`src/rtl/apb_req_arbiter.sv`:
```
// Round-robin share of one APB master port among NREQ hold-until-ACK requesters.
// Latency: ACK 3 cycles after the grant edge (zero waits); requesters hold REQ_* until ACK.
module apb_req_arbiter #(
   parameter int NREQ     = 4,
   parameter int SLOT_LSB = 24,
   parameter int TIMEOUT  = 256
) (
   input  logic                PCLK,
   input  logic                PRESETN,
   input  logic [NREQ-1:0]     REQ,
   input  logic [NREQ-1:0]     REQ_WRITE,
   input  logic [NREQ*32-1:0]  REQ_ADDR,
   input  logic [NREQ*32-1:0]  REQ_WDATA,
   output logic [NREQ-1:0]     ACK,
   output logic [31:0]         RDATA,
   output logic                ERR,
   output logic [2:0]          GNT_ID,
   output logic                BUSY,
   output logic [15:0]         PSEL,
   output logic [31:0]         PADDR,
   output logic                PENABLE,
   output logic                PWRITE,
   output logic [31:0]         PWDATA,
   input  logic [31:0]         PRDATA,
   input  logic                PREADY,
   input  logic                PSLVERR
);

   localparam int CNT_W = (TIMEOUT < 2) ? 1 : $clog2(TIMEOUT + 1);
   localparam logic [CNT_W:0] TO_LIM = (CNT_W + 1)'(TIMEOUT);

   typedef enum logic [1:0] {IDLE, SETUP, ACCESS, DONE} state_t;

   typedef struct packed {
      logic        write;
      logic [31:0] addr;
      logic [31:0] wdata;
   } xfer_t;

   state_t           state_q, state_d;
   logic [2:0]       ptr_q, ptr_d;
   logic [2:0]       gnt_q, gnt_d;
   xfer_t            xfer_q, xfer_d;
   logic [31:0]      rdata_q, rdata_d;
   logic             err_q, err_d;
   logic [CNT_W-1:0] cnt_q, cnt_d;

   logic [2:0]       hi_idx, lo_idx, win_idx;
   logic             hi_vld;
   xfer_t            win_xfer;
   logic [CNT_W:0]   cnt_inc;

   // Lowest request at/above the pointer wins; otherwise wrap to the lowest request overall.
   always_comb begin
      hi_idx = '0;
      lo_idx = '0;
      hi_vld = 1'b0;
      for (int i = NREQ - 1; i >= 0; i--) begin
         if (REQ[i]) begin
            lo_idx = 3'(i);
            if (3'(i) >= ptr_q) begin
               hi_idx = 3'(i);
               hi_vld = 1'b1;
            end
         end
      end
      win_idx = hi_vld ? hi_idx : lo_idx;
   end

   always_comb begin
      win_xfer = '0;
      for (int i = 0; i < NREQ; i++) begin
         if (win_idx == 3'(i)) begin
            win_xfer.write = REQ_WRITE[i];
            win_xfer.addr  = REQ_ADDR[32*i +: 32];
            win_xfer.wdata = REQ_WDATA[32*i +: 32];
         end
      end
   end

   always_comb begin
      state_d = state_q;
      ptr_d   = ptr_q;
      gnt_d   = gnt_q;
      xfer_d  = xfer_q;
      rdata_d = rdata_q;
      err_d   = err_q;
      cnt_d   = cnt_q;
      cnt_inc = {1'b0, cnt_q} + (CNT_W + 1)'(1);
      case (state_q)
         IDLE: begin
            if (|REQ) begin
               gnt_d   = win_idx;
               ptr_d   = (win_idx == 3'(NREQ - 1)) ? 3'd0 : win_idx + 3'd1;
               xfer_d  = win_xfer;
               state_d = SETUP;
            end
         end
         SETUP: state_d = ACCESS;
         ACCESS: begin
            if (PREADY) begin
               rdata_d = xfer_q.write ? 32'd0 : PRDATA;
               err_d   = PSLVERR;
               state_d = DONE;
            end else begin
               // Saturate rather than wrap so a disabled watchdog never aliases.
               if (!cnt_inc[CNT_W]) begin
                  cnt_d = cnt_inc[CNT_W-1:0];
               end
               if ((TIMEOUT != 0) && (cnt_inc == TO_LIM)) begin
                  err_d   = 1'b1;
                  rdata_d = 32'd0;
                  state_d = DONE;
               end
            end
         end
         DONE: begin
            cnt_d   = '0;
            state_d = IDLE;
         end
         default: state_d = IDLE;
      endcase
   end

   always_ff @(posedge PCLK or negedge PRESETN) begin
      if (!PRESETN) begin
         state_q <= IDLE;
         ptr_q   <= '0;
         gnt_q   <= '0;
         xfer_q  <= '0;
         rdata_q <= '0;
         err_q   <= 1'b0;
         cnt_q   <= '0;
      end else begin
         state_q <= state_d;
         ptr_q   <= ptr_d;
         gnt_q   <= gnt_d;
         xfer_q  <= xfer_d;
         rdata_q <= rdata_d;
         err_q   <= err_d;
         cnt_q   <= cnt_d;
      end
   end

   always_comb begin
      for (int i = 0; i < NREQ; i++) begin
         ACK[i] = (state_q == DONE) && (gnt_q == 3'(i));
      end
      BUSY    = (state_q != IDLE);
      PENABLE = (state_q == ACCESS);
      PSEL    = ((state_q == SETUP) || (state_q == ACCESS)) ?
                (16'd1 << xfer_q.addr[SLOT_LSB +: 4]) : 16'd0;
      PADDR   = xfer_q.addr;
      PWRITE  = xfer_q.write;
      PWDATA  = xfer_q.wdata;
      RDATA   = rdata_q;
      ERR     = err_q;
      GNT_ID  = gnt_q;
   end

endmodule

```
`config.mk`:
```
export PLATFORM = sky130hd
export DESIGN_NAME = apb_req_arbiter
export DESIGN_NICKNAME = d
export VERILOG_FILES = /design/src/rtl/apb_req_arbiter.sv
export SDC_FILE = /design/constraint.sdc
export NUM_CORES = 1
export LEC_CHECK = 0
export BUFFER_PORTS_ARGS = -buffer_cell sky130_fd_sc_hd__buf_4
export CAP_MARGIN = 25
export CORE_AREA = 2 2 165 167
export DETAILED_ROUTE_END_ITERATION = 8
export DIE_AREA = 0 0 167 169
export SYNTH_ARGS = -nofsm -noshare
export SYNTH_HDL_FRONTEND = slang
export SYNTH_SLANG_ARGS = --single-unit
```
`constraint.sdc`:
```
create_clock -name PCLK -period 3.21 [get_ports PCLK]
set_clock_uncertainty 0.15 [all_clocks]
set_input_delay 0.642 -clock PCLK [delete_from_list [all_inputs] [get_ports PCLK]]
set_output_delay 0.642 -clock PCLK [all_outputs]
set_load 0.02 [all_outputs]
```
## After elaboration in Yosys (flattened, before gate mapping)

Index checks and enable logic that the tools add are counted.

| cells by class | value |
|---|---|
| $add $sub $neg | 2 |
| order comparisons | 4 |
| equality and inequality tests | 14 |
| shift-type cells | 1 |
| multiplexer cells | 39 |
| reductions and logical operators | 16 |

Operators with widths:

| kind | count |
|---|---|
| $mux W65 | 4 |
| $mux W32 | 3 |
| $mux W3 | 11 |
| $mux W9 | 2 |
| $pmux W9 S2 | 1 |
| $mux W16 | 1 |
| $shl A1 B4 Y16 const A | 1 |
| $eq A3 B2 Y1 const B | 4 |
| $mux W2 | 6 |
| $add A9 B1 Y10 const B | 1 |
| $eq A10 B9 Y1 const B | 1 |
| $mux W1 | 10 |
| $pmux W2 S4 | 1 |
| $eq A3 B1 Y1 const B | 2 |
| $ge A1 B3 Y1 const A | 2 |
| $ge A2 B3 Y1 const A | 2 |
| $logic_not A3 Y1 | 2 |
| $ne A2 B2 Y1 const B | 3 |
| $reduce_and A2 Y1 | 3 |
| $reduce_bool A2 Y1 | 3 |
| $eq A2 B2 Y1 const B | 2 |
| $logic_and A1 B1 Y1 | 4 |
| $reduce_or A4 Y1 | 1 |
| $add A3 B1 Y3 const B | 1 |
| 5 further kinds | 5 |

| word-level totals | value |
|---|---|
| bits in registers | 115 |
| input bits | 300 |
| output and inout port bits | 123 |
| logic and storage cells | 85 |

## Longest topological paths before layout

Gate-level depths: netlist of run 1.

| depth | value |
|---|---|
| depth after elaboration | 15 |
| depth in mapped cells | 12 |
| mapped depth without buffers | 10 |

## Worst setup path after synthesis of run 1

No wires, ideal clock.

| path | value |
|---|---|
| kind | input to register |
| start | input port REQ[0] |
| end | register xfer_q, in the netlist PADDR[28] |
| library setup time | 125 ps |
| arrival time | 2403 ps |
| required time | 2935 ps |
| path slack | 532 ps |
| cell stages on the path | 11 |
| buffers on the path | 2 |
| cells stage by stage | a21oi_1 o21a_1 o22ai_1 ha_1 clkbuf_1 clkbuf_1 nand3b_1 a21oi_1 a21oi_1 o21ai_0 mux2_2 |

| on the way | value |
|---|---|
| word-level cells in the longest chain between the ends | 7 |
| elaborated cells between the ends (all ways) | 14 |
| those cells by class | 3 x eq/ne; 8 x mux; 3 x reduce/logical |

Ends and longest elaborated chain:

| element | line | source |
|---|---|---|
| start: declaration | 10 | `input logic [NREQ-1:0] REQ,` |
| $mux W3 / $mux W1 (equally long branches) | 59 | `if (REQ[i]) begin` |
| $mux W3 | 67 | `win_idx = hi_vld ? hi_idx : lo_idx;` |
| $logic_not A3 Y1 | 73 | `if (win_idx == 3'(i)) begin` |
| $mux W65 (4 in a row) | 73 |  |
| end signal: assignment | 138 | `xfer_q <= xfer_d;` |
| end: declaration | 43 | `xfer_t xfer_q, xfer_d;` |

Several ways; a longest one is shown, not always the timed one.
A chain may end at the register's enable or synchronous reset.

## Final worst setup path of run 1

| path | value |
|---|---|
| start | register state_q[1] |
| end | output port PSEL[0] |

| on the way | value |
|---|---|
| word-level cells in the longest chain between the ends | 3 |
| elaborated cells between the ends (all ways) | 4 |
| those cells by class | 2 x eq/ne; 1 x mux; 1 x reduce/logical |

Ends and longest elaborated chain:

| element | line | source |
|---|---|---|
| start: declaration | 40 | `state_t state_q, state_d;` |
| start signal: assignment | 135 | `state_q <= state_d;` |
| $eq A2 B1 Y1 / $eq A2 B2 Y1 (equally long branches) | 151 | `PSEL = ((state_q == SETUP) \|\| (state_q == ACCESS)) ?` |
| $logic_or A1 B1 Y1 (*) | 151 |  |
| $mux W16 (*) | 151 |  |
| end: declaration | 19 | `output logic [15:0] PSEL,` |

Every way passes the cells marked *; elsewhere a longest branch is shown, timed or not.

==> impl_results.md, run 1 <==
- Initial Utilization: 27.8%
- Io pins: 423
- Status: complete, no violations
- Clock Tree Buf Depth: 2
- Layout cell share with drive strength beyond 1: 42.8%
- FF-to-FF Start: state_q[1]
- Register area: between 0.002 and 0.003 mm^2
- Pwr Density: just under 900 mW/mm^2
- Final Util: 43.7%
- Gr usage total: between 20% and 30%
- Post-CTS Setup Inserts: 0
- Vias per Instance: around 5.0
- CP endpoint kind: output pin
- Mapped cell area: 0.00736 mm^2
- Detailed Routing Iterations Pass 1: 5
- CTS clk-pin slew, worst paths: 0.07 ns
- Min cycle time layout: about 3 ns
- CTS root buffer: clkbuf_16
- Clk_lat worst skew: slightly above 0.4 ns
- Placed cells: ~1600
- Crit start category: flip-flop
- Tightest Pin Transition: about 0.99 ns
- Die X: 167 um
- CTS buffer count: 17
- H-tree depth: 4
- NumNets Final: ~1600
- Final worst-path cycle share: between 90% and 100%
- Gr ovfl total: 0
- Synth area leader: dfrtp_1
- Post-detailed-route wirelength per cell: 18.7 um
- Slew headroom: between 30% and 40%
- Synth cell count leaders: 171 x a21oi_1, 152 x nand2_1, 113 x dfrtp_1
- Arrival time worst endpoint: between 2 and 2.5 ns
- Net Count, Synth: roughly 1200
- Routability congestion estimate: a little over 0.9
- Synth unique cells: between 40 and 50
- Ys async rst share: 100%
- Post-Layout Cell Count: between 1500 and 2000
- Pins over their slew limit: 0
- DR iter-0 viols: around 600
- Final setup viols: 0
- Largest net degree at the start of global routing: approximately 110
- Leakage: between 5 and 6 nW
- Worst Hold Class: in2async
- Peak VDD IR: around 420 uV
- Port Buffer Count: approximately 420
- Die ar.: ~0.028 mm^2
- Core area: approximately 0.027 mm^2
- Footprint of the multi-input gates: approximately 0.0043 mm^2
- Total Routed Length: 31000 um
- Cell Rows: 60
- # Max-Cap Violations: 0
- Chip Height: 169 um
- Area share of the largest cell type after synthesis: between 30% and 40%
- Post-DP HPWL: roughly 23000 um
- Clk sink count: approximately 110
- Hold Fails Final Rpt: 0
- RSZ-0062 raised after global routing: no
- Number of global-route vias before repair: approximately 8000
- FF-to-FF path depth: 6
- Crit Path Max Fanout: 6
- Setup CP Type: reg2out
- Post-CTS resize count: 0
- DRC viols: 0
- Highest clock rate: 334 MHz
- Via count: roughly 8200
- Top FF cell, synth: dfrtp_1
- Syn Inst Count: approximately 900
- Post-CTS Hold Buffers: 0
- Synth top area cells: dfrtp_1 38%, a21oi_1 12%, mux2_2 10%
- Syn Area/Cell: about 8.1 um^2
- R2r setup slk: approximately 0.23 ns
- CTS tree: built
- Flops & latches, synth: ~110
- Most common cell in the synthesized netlist: a21oi_1
- Setup tns final: 0 ns
- Antenna Cells: 0
- Fillers: about 2700
- First-pass GRT wire length: ~47000 um
- EDFF count, synth: 0
- Worst R2R End: PADDR[21]
- Synth Warn #: 0
- Initial antenna violation count: 1
- Worst Path Required: ~2.4 ns
- Routed Antenna Nets: 0
- Area Growth Syn to Fin: 57.4%
- Seq/Total Area, Yosys: 38.4%
[kinds of logic (layout without fill, tap and decap cells)]
group           Yosys count  in the layout  share of synthesized area, %
mux                      69             69                          10.5
other cells               1              1                        0.0510
simple gates            336            336                          24.1
fa+ha+maj                 8              8                          1.36
buf+inv                  80            493                          4.29
compound gates          302            302                          21.2
flops                   113            113                          38.4
[report_power, final]
| group | switching [W] | internal, W |
|---|---|---|
| registers | 0.000451 | 0.00205 |
| logic | 0.00325 | 0.00272 |
| clock network | 0.000771 | 0.000991 |
[area by class of cell]
type / count / share of cell area, %
multi-input cells: 716 / 36.8
clock inverters: 15 / 0.951
flip-flops and latches: 113 / 24.4
well taps: 341 / 3.69
inverters: 7 / 0.227
clock buffers: 17 / 3.68
repair buffers: 454 / 30.2
[layer usage]
| metal | vias to the layer above | global-route usage, % | part of all wire [%] |
|---|---|---|---|
| met4 | 2 | 6.86 | 2.6 |
| li1 | 3978 | - | - |
| met1 | 3871 | 27.1 | 42 |
| met5 | - | 0 | 0.042 |
| met3 | 43 | 4.65 | 6.4 |
| met2 | 345 | 35.9 | 49 |
[stage by stage]
| step | instance area [um^2] | setup WS [ns] | hold WS (ns) | power, W |
|---|---|---|---|---|
| after floorplan | 7360 | 0.532 | 0.196 | 0.00601 |
| after global placement | 11000 | 0.0102 | 0.342 | 0.00841 |
| after detailed placement | 11000 | 0.0215 | 0.346 | 0.00851 |
| after CTS | 11600 | 0.194 | 0.197 | 0.0103 |
| after global routing | 11600 | 0.0156 | 0.220 | 0.0110 |
| final | 11600 | 0.214 | 0.122 | 0.0102 |
[cells in the final DEF, fill, tap and decap left out, types with 17 or more instances in the layout]
master / netlist / final
a21oi_1: 171 / 171
nand2_1: 152 / 152
nor2_1: 20 / 18
o21ai_0: 105 / 105
nor2b_1: 35 / 35
mux2_2: 67 / 67
dfrtp_1: 113 / 113
nand3b_1: 67 / 67
buf_4: 2 / 447
clkbuf_16: 0 / 17
nand2b_1: 36 / 36
[state kept, by name, summed over array words and instances (netlist names)]
| name | count |
|---|---|
| RDATA | 32 |
| ptr_q | 2 |
| PWDATA | 32 |
| state_q | 2 |
| PADDR | 32 |
| GNT_ID | 2 |
| ERR | 1 |
| PWRITE | 1 |
| cnt_q | 9 |
[worst max-delay path, stage by stage, from the launching register on]
cell and delay (ns):
dfrtp_1 0.44, inv_1 0.07, ha_1 0.42, or3b_2 0.53, nor3_1 0.17, buf_4 0.17
[worst max-delay path by stage]
stage	cells past startpoint	to	slack, ns	startpoint
after floorplan	11	PADDR[28]	0.53	REQ[0]
final	5	PSEL[0]	0.21	state_q[1]
after global routing	6	PADDR[5]	0.02	state_q[0]
after global placement	12	PWRITE	0.01	REQ[0]
after CTS	6	PWDATA[0]	0.19	state_q[1]
after detailed placement	11	PADDR[16]	0.02	REQ[0]
(Power assumes the default switching activity.)
==> run 2: changes to the inputs <==
Settings changed: MAX_ROUTING_LAYER set to met4.
==> run 2 against run 1 <==
  * Maximum frequency about the same
  * Register-to-register slack hardly changed
  * Global-route usage increased by 0.62 points
  * Sequential share of layout area about the same
  * Sequential cell count unchanged
  * Design area about the same
  * Worst setup slack worse by 0.0028 ns
  * Critical path depth is the same
  * Largest power group unchanged
  * Sequential power is essentially flat
==> impl_results.md, run 2 (synthesized netlist as in run 1, its figures left out) <==
- Detailed Routing Iterations Pass 1: 5
- Via count: between 8000 and 9000
- Crit Path Max Fanout: 6
- Placed cells: between 1500 and 2000
- DRC viols: 0
- Clock Tree Buf Depth: 2
- Vias per Instance: a little under 5
- Commonest cells after routing, fill and taps aside: 447 x buf_4, 171 x a21oi_1, 152 x nand2_1
- CP endpoint kind: output pin
- Gr usage total: a little over a fifth
- Post-detailed-route wirelength per cell: ~19 um
- Highest clock rate: approximately 330 MHz
- RSZ-0062 raised after global routing: no
- Routability congestion estimate: slightly above 0.9
- First-pass GRT wire length: ~47000 um
- DR iter-0 viols: around 540
- Die ar.: 0.0282 mm^2
- Top Usage Layer GRT: met2
- Highest-delay cell along the critical path: or3b_2
- Core area: around 0.027 mm^2
- Post-DP HPWL: about 23000 um
- Commonest non-fill, non-tap cell in the layout: buf_4
- Number of global-route vias before repair: a little under 8000
- Met1 Use GR: between 20 and 30%
- Peak VDD IR: approximately 420 uV
- Pins over their slew limit: 0
- Met2 Track Usage GR: between 30% and 40%
- Status: complete, no violations
- Layout cell share with drive strength beyond 1: between 40% and 50%
- Crit-path max cell delay: between 0.5 and 0.6 ns
- Hold Fails Final Rpt: 0
- Cell Rows: 60
- NumNets Final: roughly 1600
- Pwr Density: roughly 900 mW/mm^2
- Clk_lat worst skew: ~0.4 ns
- Critical Path, Cell by Cell: inv_1 > ha_1 > or3b_2 > nor3_1 > buf_4
- Leakage: approximately 5.3 nW
- Gr ovfl total: 0
- Largest net degree at the start of global routing: approximately 110
- Setup CP Type: reg2out
- Area Growth Syn to Fin: 57.4%
- Worst Hold Class: in2async
- Arrival time worst endpoint: about 2.2 ns
- CTS clk-pin slew, worst paths: approximately 0.070 ns
- Slew headroom: between 30% and 40%
- FF-to-FF path depth: 6
- Fillers: about 2700
- CTS tree: built
- Worst Path Required: about 2.4 ns
- Setup tns final: 0 ns
- Clk sink count: 113
- CTS root buffer: clkbuf_16
- Die X: between 150 and 200 um
- Post-CTS resize count: 0
- Min cycle time layout: around 3 ns
- Tightest Pin Transition: about 1 ns
- Final worst-path cycle share: just over 90%
- Chip Height: ~170 um
- Port Buffer Count: 421
- Io pins: 423
- # Max-Cap Violations: 0
- Routed Antenna Nets: 0
- Post-Layout Cell Count: around 1700
- Initial Utilization: around 28%
- H-tree depth: 4
- Total Routed Length: 31100 um
- Post-CTS Hold Buffers: 0
- Final setup viols: 0
- Post-CTS Setup Inserts: 0
- M3 GR Usage: 4.19%
- CTS buffer count: 17
- Initial antenna violation count: 1
- Crit start category: flip-flop
[run 2: cell count changes in the layout (fill, tap and decap cells not counted)]
cell,delta
diode_2,+1
[run 2: final cells by class]
cell class              count  area, um^2  area share, %
multi-input cells         716        4260           36.8
repair buffers            454        3500           30.2
flip-flops and latches    113        2830           24.4
well taps                 341         427           3.69
clock buffers              17         425           3.67
clock inverters            15         110          0.951
inverters                   7        26.3          0.227
diodes                      1        2.50         0.0216
[run 2: stage by stage]
step	hold WS [ns]	area, um^2	total power [W]	setup WS, ns	util (%)
2_1_floorplan	0.196	7360	0.00601	0.532	-
3_3_place_gp	0.342	11000	0.00841	0.0102	41.7
6_report	0.112	11600	0.0102	0.211	43.7
5_1_grt	0.220	11600	0.0110	0.0110	43.7
4_1_cts	0.197	11600	0.0103	0.194	43.7
3_5_place_dp	0.346	11000	0.00851	0.0215	41.7
[run 2: worst paths after layout]
check	endpoint	slack (ns)	startpoint
worst max-delay path	PSEL[0]	0.21	state_q[1]
worst min-delay path	PWDATA[11]	0.11	PRESETN
worst max register to register	PWDATA[30]	0.22	state_q[1]
worst min register to register	PWDATA[2]	0.36	PWDATA[2]
max in group asynchronous	cnt_q[1]	2.18	PRESETN
min in group PCLK	RDATA[27]	0.29	PRDATA[27]
[run 2: per-layer routing]
layer	share of wire, %	routed length, um
met5	0	0
met4	2.7	833
met3	5.5	1700
met2	48	15000
met1	43	13500
[run 2: worst max-delay path, delay by kind of cell, from the launching register on]
family	cells	cell delay [ns]
flip-flops	1	0.44
adder cells (fa/ha/maj)	1	0.41
AND/OR/NAND/NOR	2	0.70
buffers and inverters	2	0.24
[run 2: where the power goes]
part / leakage [nW] / switching, W / internal (W)
combinational: 3.63 / 0.00326 / 0.00272
sequential: 1.37 / 0.000452 / 0.00204
clock: 0.252 / 0.000774 / 0.000991
total: 5.25 / 0.00448 / 0.00575
